### config.mk
export PLATFORM = sky130hd
export DESIGN_NAME = neuron_layer_sequencer_flat
export DESIGN_NICKNAME = d
export VERILOG_FILES = /design/src/rtl/neuron_layer_sequencer_pkg.sv /design/src/rtl/neuron_layer_sequencer_if.sv /design/src/rtl/neuron_layer_sequencer_mac2.sv /design/src/rtl/neuron_layer_sequencer.sv /design/src/flat_wrapper.sv
export SDC_FILE = /design/constraint.sdc
export NUM_CORES = 2
export LEC_CHECK = 0
export CORE_MARGIN = 10
export CORE_UTILIZATION = 50
export CTS_CLUSTER_DIAMETER = 100
export DETAILED_ROUTE_END_ITERATION = 8
export PLACE_DENSITY = 0.64
export RECOVER_POWER = 25
export SYNTH_ARGS = -nofsm -noshare
export SYNTH_HDL_FRONTEND = slang
export SYNTH_SLANG_ARGS = --single-unit
### constraint.sdc
create_clock -name clock -period 10.93 [get_ports clock]
set_clock_uncertainty 0.05 [all_clocks]
set_input_delay 3.279 -clock clock [delete_from_list [all_inputs] [get_ports clock]]
set_output_delay 3.279 -clock clock [all_outputs]
set_load 0.005 [all_outputs]
### src/rtl/neuron_layer_sequencer_pkg.sv
// Shared types and constants for the neuron layer sequencer and its MAC datapath.
package neuron_pkg;

    typedef enum logic [1:0] {
        LOAD = 2'd0,
        MAC  = 2'd1,
        EMIT = 2'd2
    } state_t;

    // Step activation levels in Q8.8: 1.0 and 0.0.
    localparam logic [15:0] ACT_ONE  = 16'h0100;
    localparam logic [15:0] ACT_ZERO = 16'h0000;

    // Accumulator width at the default 16-bit data width.
    localparam int ACC_W = 32;

    function automatic int acc_w(input int data_w);
        return 2 * data_w;
    endfunction

endpackage

### src/rtl/neuron_layer_sequencer_if.sv
// Bus bundle between the input-vector source / next layer (master) and the sequencer (slave).
interface neuron_layer_sequencer_if #(
    parameter int DATA_W    = 16,
    parameter int N_INPUTS  = 8,
    parameter int N_NEURONS = 4
);
    localparam int ADDR_W = $clog2(N_INPUTS * N_NEURONS);
    localparam int IDX_W  = (N_NEURONS > 1) ? $clog2(N_NEURONS) : 1;

    // Both streams transfer on a rising clock edge where valid && ready; the sender
    // holds data stable while valid is high and ready is low, ready never waits on valid.
    logic                     io_wr_en;
    logic [ADDR_W-1:0]        io_wr_addr;
    logic signed [DATA_W-1:0] io_wr_data;
    logic                     io_in_valid;
    logic                     io_in_ready;
    logic signed [DATA_W-1:0] io_in_data;
    logic                     io_out_valid;
    logic                     io_out_ready;
    logic [DATA_W-1:0]        io_out_data;
    logic [IDX_W-1:0]         io_out_idx;
    logic                     io_busy;

    modport master (
        output io_wr_en, io_wr_addr, io_wr_data, io_in_valid, io_in_data, io_out_ready,
        input  io_in_ready, io_out_valid, io_out_data, io_out_idx, io_busy
    );

    modport slave (
        input  io_wr_en, io_wr_addr, io_wr_data, io_in_valid, io_in_data, io_out_ready,
        output io_in_ready, io_out_valid, io_out_data, io_out_idx, io_busy
    );

endinterface

### src/rtl/neuron_layer_sequencer_mac2.sv
// Two-term signed multiply-add; the sum wraps modulo 2^(2*DATA_W).
module neuron_mac2
    import neuron_pkg::*;
#(
    parameter int DATA_W = 16
) (
    input  logic signed [DATA_W-1:0]        x0,
    input  logic signed [DATA_W-1:0]        w0,
    input  logic signed [DATA_W-1:0]        x1,
    input  logic signed [DATA_W-1:0]        w1,
    output logic signed [acc_w(DATA_W)-1:0] sum
);
    localparam int SUM_W = acc_w(DATA_W);

    logic signed [SUM_W-1:0] p0;
    logic signed [SUM_W-1:0] p1;

    always_comb begin
        p0  = x0 * w0;
        p1  = x1 * w1;
        sum = p0 + p1;
    end

endmodule

### src/rtl/neuron_layer_sequencer.sv
// Layer controller: buffers one input vector, then runs each neuron through a shared
// 2-term MAC, applies a step activation and streams one result per neuron.
module neuron_layer_sequencer
    import neuron_pkg::*;
#(
    parameter int DATA_W    = 16,
    parameter int N_INPUTS  = 8,
    parameter int N_NEURONS = 4
) (
    input  logic   clock,
    input  logic   reset,
    neuron_layer_sequencer_if.slave bus,
    output state_t dbg_state
);
    localparam int N_W     = N_INPUTS * N_NEURONS;
    localparam int N_PAIRS = N_INPUTS / 2;
    localparam int WA_W    = $clog2(N_W);
    localparam int IDX_W   = (N_NEURONS > 1) ? $clog2(N_NEURONS) : 1;
    localparam int EL_W    = $clog2(N_INPUTS);
    localparam int PR_W    = (N_PAIRS > 1) ? $clog2(N_PAIRS) : 1;
    localparam int SUM_W   = acc_w(DATA_W);

    state_t                   state;
    logic [EL_W-1:0]          elem_cnt;
    logic [PR_W-1:0]          pair_cnt;
    logic [IDX_W-1:0]         nrn;
    logic signed [DATA_W-1:0] x_buf   [N_INPUTS];
    logic signed [DATA_W-1:0] weights [N_W];
    logic signed [SUM_W-1:0]  acc;
    logic                     in_ready_r;
    logic                     out_valid_r;
    logic                     busy_r;
    logic [DATA_W-1:0]        out_data_r;
    logic [IDX_W-1:0]         out_idx_r;

    logic [EL_W-1:0]          x_lo;
    logic [EL_W-1:0]          x_hi;
    logic [WA_W-1:0]          w_lo;
    logic [WA_W-1:0]          w_hi;
    logic signed [SUM_W-1:0]  pair_sum;
    logic signed [SUM_W-1:0]  acc_next;
    logic                     wr_hit;
    logic                     in_hs;
    logic                     out_hs;
    logic                     last_elem;
    logic                     last_pair;
    logic                     last_nrn;

    // Operand addresses for the current pair of the current neuron.
    always_comb begin
        x_lo      = EL_W'(2 * int'(pair_cnt));
        x_hi      = EL_W'(2 * int'(pair_cnt) + 1);
        w_lo      = WA_W'(int'(nrn) * N_INPUTS + 2 * int'(pair_cnt));
        w_hi      = WA_W'(int'(nrn) * N_INPUTS + 2 * int'(pair_cnt) + 1);
        acc_next  = acc + pair_sum;
        wr_hit    = bus.io_wr_en && (state == LOAD) && (int'(bus.io_wr_addr) < N_W);
        in_hs     = bus.io_in_valid && in_ready_r;
        out_hs    = out_valid_r && bus.io_out_ready;
        last_elem = (elem_cnt == EL_W'(N_INPUTS - 1));
        last_pair = (pair_cnt == PR_W'(N_PAIRS - 1));
        last_nrn  = (nrn == IDX_W'(N_NEURONS - 1));
    end

    neuron_mac2 #(.DATA_W(DATA_W)) u_mac2 (
        .x0  (x_buf[x_lo]),
        .w0  (weights[w_lo]),
        .x1  (x_buf[x_hi]),
        .w1  (weights[w_hi]),
        .sum (pair_sum)
    );

    always_ff @(posedge clock) begin
        if (reset) begin
            state       <= LOAD;
            elem_cnt    <= '0;
            pair_cnt    <= '0;
            nrn         <= '0;
            acc         <= '0;
            in_ready_r  <= 1'b1;
            out_valid_r <= 1'b0;
            busy_r      <= 1'b0;
            out_data_r  <= '0;
            out_idx_r   <= '0;
            for (int i = 0; i < N_INPUTS; i++) x_buf[i] <= '0;
            for (int i = 0; i < N_W; i++) weights[i] <= '0;
        end else begin
            if (wr_hit) weights[bus.io_wr_addr] <= bus.io_wr_data;
            case (state)
                LOAD: begin
                    if (in_hs) begin
                        x_buf[elem_cnt] <= bus.io_in_data;
                        elem_cnt        <= elem_cnt + EL_W'(1);
                        if (last_elem) begin
                            state      <= MAC;
                            acc        <= '0;
                            pair_cnt   <= '0;
                            nrn        <= '0;
                            in_ready_r <= 1'b0;
                            busy_r     <= 1'b1;
                        end
                    end
                end
                MAC: begin
                    acc <= acc_next;
                    if (last_pair) begin
                        // Non-positive sums (including wrapped-negative ones) fire zero.
                        out_data_r  <= (acc_next <= 0) ? DATA_W'(ACT_ZERO) : DATA_W'(ACT_ONE);
                        out_idx_r   <= nrn;
                        out_valid_r <= 1'b1;
                        state       <= EMIT;
                    end else begin
                        pair_cnt <= pair_cnt + PR_W'(1);
                    end
                end
                EMIT: begin
                    if (out_hs) begin
                        out_valid_r <= 1'b0;
                        if (last_nrn) begin
                            state      <= LOAD;
                            elem_cnt   <= '0;
                            in_ready_r <= 1'b1;
                            busy_r     <= 1'b0;
                        end else begin
                            state    <= MAC;
                            nrn      <= nrn + IDX_W'(1);
                            acc      <= '0;
                            pair_cnt <= '0;
                        end
                    end
                end
                default: state <= LOAD;
            endcase
        end
    end

    assign bus.io_in_ready  = in_ready_r;
    assign bus.io_out_valid = out_valid_r;
    assign bus.io_out_data  = out_data_r;
    assign bus.io_out_idx   = out_idx_r;
    assign bus.io_busy      = busy_r;
    assign dbg_state        = state;

endmodule

### src/flat_wrapper.sv
// flat-port wrapper written by rule: the top's interface ports become plain ports
module neuron_layer_sequencer_flat import neuron_pkg::*;
#(
    parameter int DATA_W    = 16,
    parameter int N_INPUTS  = 8,
    parameter int N_NEURONS = 4
)
  (clock, reset, dbg_state, bus_io_wr_en, bus_io_wr_addr, bus_io_wr_data, bus_io_in_valid, bus_io_in_data, bus_io_out_ready, bus_io_in_ready, bus_io_out_valid, bus_io_out_data, bus_io_out_idx, bus_io_busy);
  neuron_layer_sequencer_if #(.DATA_W(DATA_W), .N_INPUTS(N_INPUTS), .N_NEURONS(N_NEURONS)) bus_i ();
  input  logic clock;
  input  logic reset;
  output state_t dbg_state;
  input wire logic [$bits(bus_i.io_wr_en)-1:0] bus_io_wr_en;
  input wire logic [$bits(bus_i.io_wr_addr)-1:0] bus_io_wr_addr;
  input wire logic [$bits(bus_i.io_wr_data)-1:0] bus_io_wr_data;
  input wire logic [$bits(bus_i.io_in_valid)-1:0] bus_io_in_valid;
  input wire logic [$bits(bus_i.io_in_data)-1:0] bus_io_in_data;
  input wire logic [$bits(bus_i.io_out_ready)-1:0] bus_io_out_ready;
  output wire logic [$bits(bus_i.io_in_ready)-1:0] bus_io_in_ready;
  output wire logic [$bits(bus_i.io_out_valid)-1:0] bus_io_out_valid;
  output wire logic [$bits(bus_i.io_out_data)-1:0] bus_io_out_data;
  output wire logic [$bits(bus_i.io_out_idx)-1:0] bus_io_out_idx;
  output wire logic [$bits(bus_i.io_busy)-1:0] bus_io_busy;
  assign bus_i.io_wr_en = bus_io_wr_en;
  assign bus_i.io_wr_addr = bus_io_wr_addr;
  assign bus_i.io_wr_data = bus_io_wr_data;
  assign bus_i.io_in_valid = bus_io_in_valid;
  assign bus_i.io_in_data = bus_io_in_data;
  assign bus_i.io_out_ready = bus_io_out_ready;
  assign bus_io_in_ready = bus_i.io_in_ready;
  assign bus_io_out_valid = bus_i.io_out_valid;
  assign bus_io_out_data = bus_i.io_out_data;
  assign bus_io_out_idx = bus_i.io_out_idx;
  assign bus_io_busy = bus_i.io_busy;
  neuron_layer_sequencer #(.DATA_W(DATA_W), .N_INPUTS(N_INPUTS), .N_NEURONS(N_NEURONS)) u_core (.clock(clock), .reset(reset), .bus(bus_i), .dbg_state(dbg_state));
endmodule
== Word level (Yosys, flattened, before mapping) ==
Memory sizes are Yosys's and may differ from the RTL's. A register that Yosys moved wholly into a read port is not among the register bits.
Index checks and enable logic that the tools add are counted.
Word-level totals
  register bits after elaboration: 62
  RAM bits: 640
  input port bits: 42
  output and inout port bits: 23
  logic and storage cells: 107
  memories: 2
Memory list
  u_core.weights: words 32, width 16, rd ports 2, clocked after Yosys merged registers in 0, write ports 32, line neuron_layer_sequencer.sv:28  | logic signed [DATA_W-1:0] weights [N_W];
  u_core.x_buf: words 8, width 16, rd ports 2, clocked after Yosys merged registers in 1, write ports 8, line neuron_layer_sequencer.sv:27  | logic signed [DATA_W-1:0] x_buf [N_INPUTS];
Cells by class
  add/sub/neg operators: 8
  $mul: 2
  magnitude comparators: 1
  equality and inequality tests: 12
  muxes and demuxes: 55
  reductions and logical operators: 17
Operator list (number)
  $mux W32: 4
  $pmux W32 S3: 1
  $add A32 B32 Y32: 2
  $mul A16 B16 Y32: 2
  $le A32 B1 Y1 const B: 1
  $mux W16: 2
  $reduce_or A16 Y1: 2
  $mux W1: 22
  $mux W2: 11
  $mux W3: 6
  $reduce_and A5 Y1: 3
  $pmux W2 S3: 2
  $ne A2 B1 Y1 const B: 5
  $mux W9: 1
  $reduce_and A4 Y1: 2
  $add A3 B1 Y3 const B: 2
  $eq A2 B2 Y1 const B: 3
  $pmux W1 S2: 3
  $pmux W3 S2: 1
  $reduce_and A6 Y1: 1
  $add A5 B2 Y5 const B: 1
  $add A5 B3 Y5: 1
  $mux W5: 1
  $add A2 B1 Y2 const B: 2
  10 further kinds: 14

== Logic depth before layout (Yosys ltp) ==
An unclocked memory read counts as a cell.
  depth after elaboration: 8
  gate-level depth with buffers: 36
  gate-level depth less buffers: 32

== By module ==
From an unflattened synthesis, not the netlist that was laid out.
Second synthesis, totals
  cells, all modules: 4392
  area, all modules: 52435.3 um^2
By module, submodules not included
  neuron_layer_sequencer: times used 1, cells an instance 2238, area each 32586.3 um^2, sequential area each 20199.4 um^2
  neuron_mac2: times used 1, cells an instance 2154, area each 19849.0 um^2, sequential area each 0.0 um^2

== Least setup slack after synthesis ==
OpenSTA, ideal clock, no wires.
  kind: register -> register
  start: register u_core.pair_cnt[0]
  end: register u_core.out_data_r[8] (netlist: u_core.bus.io_out_data[8])
  setup time: 0.058 ns
  arrival time: 9.700 ns
  required time: 10.822 ns
  setup slack: 1.121 ns
  stages on the path, launching flop included: 32
  buffers on the path: 2
  clock period less this slack: 9.809 ns
  cell sequence: dfxtp_1 -> clkbuf_1 -> buf_1 -> mux4_2 -> mux4_2 -> nand2_1 -> inv_1 -> fa_1 -> inv_1 -> fa_1 -> inv_1 -> fa_1 -> inv_1 -> fa_1 -> fa_1 -> inv_1 -> fa_1 -> fa_1 -> inv_1 -> fa_1 -> inv_1 -> ha_1 -> and4_1 -> a32oi_1 -> nand3_1 -> o221a_2 -> or4_1 -> a31o_1 -> a31oi_1 -> xor2_1 -> o41a_2 -> nand2_1
On the way
  word-level cells in the longest chain between the ends: 8
RTL lines
  start: declaration: line neuron_layer_sequencer.sv:25  | logic [PR_W-1:0] pair_cnt;
  start signal: assignment: line neuron_layer_sequencer.sv:112  | pair_cnt <= pair_cnt + PR_W'(1);
  $add A5 B3 Y5: line neuron_layer_sequencer.sv:53, neuron_layer_sequencer.sv:54
  $add A5 B2 Y5: line neuron_layer_sequencer.sv:54  | w_hi = WA_W'(int'(nrn) * N_INPUTS + 2 * int'(pair_cnt) + 1);
  $mem_v2 Z32 W16
  $mul A16 B16 Y32: line neuron_layer_sequencer_mac2.sv:20  | p1 = x1 * w1;
  $add A32 B32 Y32: line neuron_layer_sequencer_mac2.sv:21  | sum = p0 + p1;
  $add A32 B32 Y32: line neuron_layer_sequencer.sv:55  | acc_next = acc + pair_sum;
  $le A32 B1 Y1: line neuron_layer_sequencer.sv:107  | out_data_r <= (acc_next <= 0) ? DATA_W'(ACT_ZERO) : DATA_W'(ACT_ONE);
  $mux W9: line neuron_layer_sequencer.sv:107
  end signal: assignment: line neuron_layer_sequencer.sv:107
  end: declaration: line neuron_layer_sequencer.sv:33  | logic [DATA_W-1:0] out_data_r;
Several ways; a longest one is shown, not always the timed one.
A chain may end at the register's enable or synchronous reset.

== Worst setup path after layout ==
  start: register u_core.pair_cnt[0]
  end: register u_core.acc[24]
On the way
  word-level cells in the longest chain between the ends: 7
RTL lines
  $add A5 B3 Y5: line neuron_layer_sequencer.sv:53, neuron_layer_sequencer.sv:54
  $add A5 B2 Y5: line neuron_layer_sequencer.sv:54
  $mem_v2 Z32 W16
  $mul A16 B16 Y32: line neuron_layer_sequencer_mac2.sv:20
  $add A32 B32 Y32 *: line neuron_layer_sequencer_mac2.sv:21
  $add A32 B32 Y32 *: line neuron_layer_sequencer.sv:55
  $pmux W32 S3 *: line neuron_layer_sequencer.sv:88  | case (state)
  end signal: assignment: line neuron_layer_sequencer.sv:104  | acc <= acc_next;
  end: declaration: line neuron_layer_sequencer.sv:29  | logic signed [SUM_W-1:0] acc;
Mark *: on every way between the ends. The rest lies on a longest branch, timed or not.

==> metrics.md <==
| Metric | Value |
|---|---|
| Met1 GRT Util | 29.2% |
| Final hold viol count | 0 |
| Clk root buf | clkbuf_16 |
| Critical path type | flop to flop |
| Synth warnings | 0 |
| Htree depth | 3 |
| Crit path launch type | flop |
| Hold buffers post-CTS | 0 |
| Failing checks | capacitance limit, slew limit |
| Global-route wire length before repair | 204000 um |
| Post-Syn Instances | 4305 |
| Arr. time, crit path | 10.42 ns |
| Total grt overflow | 0 |
| Gp weighted congestion | 0.932 |
| Die Height | 341 um |
| Share of cells above drive strength 1 | 10.4% |
| Ports | 65 |
| Reg2reg setup slack | 0.79 ns |
| Worst setup margin | 0.794 ns |
| Fin crit share | 92.7% |
| Largest net degree at the start of global routing | 72 |
| Grt met2 use | 39.7% |
| Rel. slew slack | -150% |
| CP required | 11.21 ns |
| Max Slew Vio Count | 72 |
| FMAX | 0.0987 GHz |
| Max Cap Viol | 1 |
| Synthesized area | 51600 um^2 |
| # setup viols final | 0 |
| Sequential fraction of the synthesis area | 39.2% |
| Resized cells post-CTS | 0 |
| WL per Instance | 23.1 um |
| Core area | 102000 um^2 |
| Worst min-delay path endpoint | u_core.acc[13] |
| CP dominant cell by count | fa_1 |
| DR pass1 iterations | 5 |
| Initial Util | 50.6% |
| Unrepaired setup endpoints after global routing | no |
| Worst r2r dst | u_core.acc[24] |
| Via Count | 31304 |
| Row count | 117 |
| Largest family of logic cells by synthesized area | adder cells |
| Drt total wl | 133000 um |
| Die width | 341 um |
| EDFF count, synth | 640 |
| Synth Area in Adders | 27.5% |
| CP delay by family, top | adder cells |
| DRC Markers | 0 |
| Worst hold start | u_core.acc[13] |
| Critical Path Stages | 29 |
| Netlist cell types | 74 |
| CTS buffer count | 74 |
| Layout area overhead | 8.76% |
| Average size of a mapped cell | 12.0 um^2 |
| Total Power | 16200 uW |
| Post-route minimum period | 10.14 ns |
| #FFs+latches synth | 689 |
| Gr usage total | 23.1% |
| Status | finished with violations |
| GRT busiest layer | met2 |
| Hold depth | 2 |
| Port Buf Inserts | 49 |
| Drt first-iter violations | 2517 |
| Clk Latency, worst-skew pair | 0.64 ns |
| Full die area | 116000 um^2 |
| Crit path max fanout | 31 |
| Worst Path Buf+Inv | 7 |
| CTS tree | yes |
| Min-Delay Path Class | flop to flop |
| Antenna violations before repair | 3 |
| Vias in the first global route | 33804 |
| Setup TNS | 0 ns |
| Worst slew pin tran | 3.76 ns |
| Final layout net count | 5128 |
| Post-route ant nets | 0 |
| CTS Sinks | 689 |
| Pre-CTS setup slack | 0.945 ns |
| Simple-gate share of the synthesized area | 14.6% |
| Slowest CP cell | o21ai_1 |
| XOR/XNOR Fraction of Synth Area | 0.847% |
| Worst path max stage delay | 0.80 ns |
| Ant. Diodes | 0 |
| Crit. End Element | flop |
| Pwr per Cell Area | 289 nW/um^2 |
| Synth async-reset ratio | 0% |
| Worst Reg-to-Reg Cells | 29 |
| RR Startpoint | u_core.pair_cnt[0] |
| Detailed placement HPWL | 99200 um |
| Multiplexer share of the synthesized area | 8.35% |
| Max clock buf depth | 3 |
| Via density | 5.45 |
| Dominant synthesized flop cell | edfxtp_1 |
| Static Leakage | 0.0233 uW |
| VDD IR-drop max | 0.664 mV |
| CTS clock-pin slew for the worst setup and hold paths | 0.06 ns |
| Grt met3 use | 2.89% |
| Synth Area in Compound Gates | 2.45% |
| Setup repair bufs after CTS | 0 |
==> power breakdown <==
part	internal (uW)	switching (uW)	total, uW
Combinational	4240	6490	10700
Sequential	2970	26.7	3000
Clock	1420	1070	2490
==> flip-flops by register name, summed over array words and instances (netlist names), 2 cells and up, named ones only <==
signal / flops
u_core.acc: 32
u_core.bus.io_out_idx: 2
u_core.dbg_state: 2
u_core.elem_cnt: 3
u_core.nrn: 2
u_core.pair_cnt: 2
u_core.weights: 512
u_core.x_buf: 128
==> synthesized netlist by cell type, types with 21 or more instances <==
| library cell | n | area [um^2] |
|---|---|---|
| or2_2 | 43 | 269 |
| o21a_1 | 27 | 203 |
| inv_1 | 706 | 2650 |
| edfxtp_1 | 640 | 19200 |
| buf_1 | 21 | 78.8 |
| nor2_1 | 291 | 1090 |
| dfxtp_1 | 49 | 981 |
| fa_1 | 622 | 12500 |
| a21oi_1 | 33 | 165 |
| nand2_1 | 317 | 1190 |
| a22oi_1 | 26 | 195 |
| ha_1 | 140 | 1750 |
| o21ai_0 | 33 | 165 |
| clkbuf_1 | 180 | 676 |
| and2_1 | 698 | 4370 |
| xnor2_1 | 37 | 324 |
| mux2i_1 | 39 | 390 |
| mux2_2 | 38 | 428 |
| mux4_2 | 155 | 3490 |
==> worst min-delay path: stages, from the launching register on <==
cell,delay (ns)
dfxtp_1,0.33
nand2_1,0.06
a21oi_1,0.05
==> how the worst max path moves through the flow <==
| stage | startpoint | endpoint | slack, ns |
|---|---|---|---|
| after floorplan | u_core.pair_cnt[0] | u_core.bus.io_out_data[8] | 1.12 |
| after detailed placement | u_core.pair_cnt[0] | u_core.bus.io_out_data[8] | 0.95 |
| after CTS | u_core.pair_cnt[0] | u_core.bus.io_out_data[8] | 0.88 |
| final | u_core.pair_cnt[0] | u_core.acc[24] | 0.79 |
| after global placement | u_core.pair_cnt[0] | u_core.bus.io_out_data[8] | 0.95 |
| after global routing | u_core.pair_cnt[0] | u_core.bus.io_out_data[8] | 0.41 |
==> layout by cell type (no fill, tap or decap), types with 8 or more instances in the layout <==
cell type        count
a21o_1               9
a21oi_1             33
a22oi_1             26
and2_0             164
and2_1             534
buf_4               84
clkbuf_1            36
clkbuf_16           76
clkdlybuf4s50_1     38
clkinv_1             9
clkinv_2            10
conb_1              15
dfxtp_1             45
dlygate4sd3_1        8
edfxtp_1           640
fa_1               622
ha_1               140
inv_1              706
mux2_2              38
mux2i_1             39
mux4_2             155
nand2_1            317
nand2b_1            18
nand3_1             13
nor2_1             290
nor2b_1             13
nor3_1              11
o21a_1              27
o21ai_0             23
o21ai_1             30
or2_2               43
or3_1                8
xnor2_1             37
xor2_1              11
==> per-stage QoR <==
stage               hold WS, ns  area, um^2  instances  utilization (%)
floorplan                 0.382       51600       4319                -
global placement          0.418       53800       5616             52.7
detailed placement        0.430       53800       5616             52.7
CTS                       0.444       56200       5745             55.1
global route              0.454       56100       5745             55.0
finish                    0.437       56100       5745             55.0
==> metal layers <==
layer | part of all wire (%) | wire length, um | vias up
met5 | 0.0083 | 11 | -
met4 | 5.0 | 6690 | 2
met3 | 5.8 | 7630 | 291
met2 | 51 | 67100 | 1025
met1 | 39 | 51300 | 16207
li1 | - | - | 13779
==> logic make-up (layout without fill, tap and decap cells) <==
logic type / Yosys count / after routing
XOR/XNOR: 49 / 49
other: 1 / 15
adder cells (fa/ha/maj): 762 / 762
flip-flops: 689 / 689
multiplexers: 232 / 232
AND/OR/NAND/NOR: 1445 / 1445
AO/OA/AOI/OAI: 189 / 189
buffers and inverters: 938 / 996
==> layout make-up <==
cell class	instances	area, um^2
Clock buffer	92	1980
Clock inverter	37	404
Fill cell	8633	45900
Inverter	706	2650
Multi-Input combinational cell	2692	27800
Sequential cell	689	20200
Tap cell	1368	1710
Timing Repair Buffer	161	1320
Power figures use the tool's default switching activity.
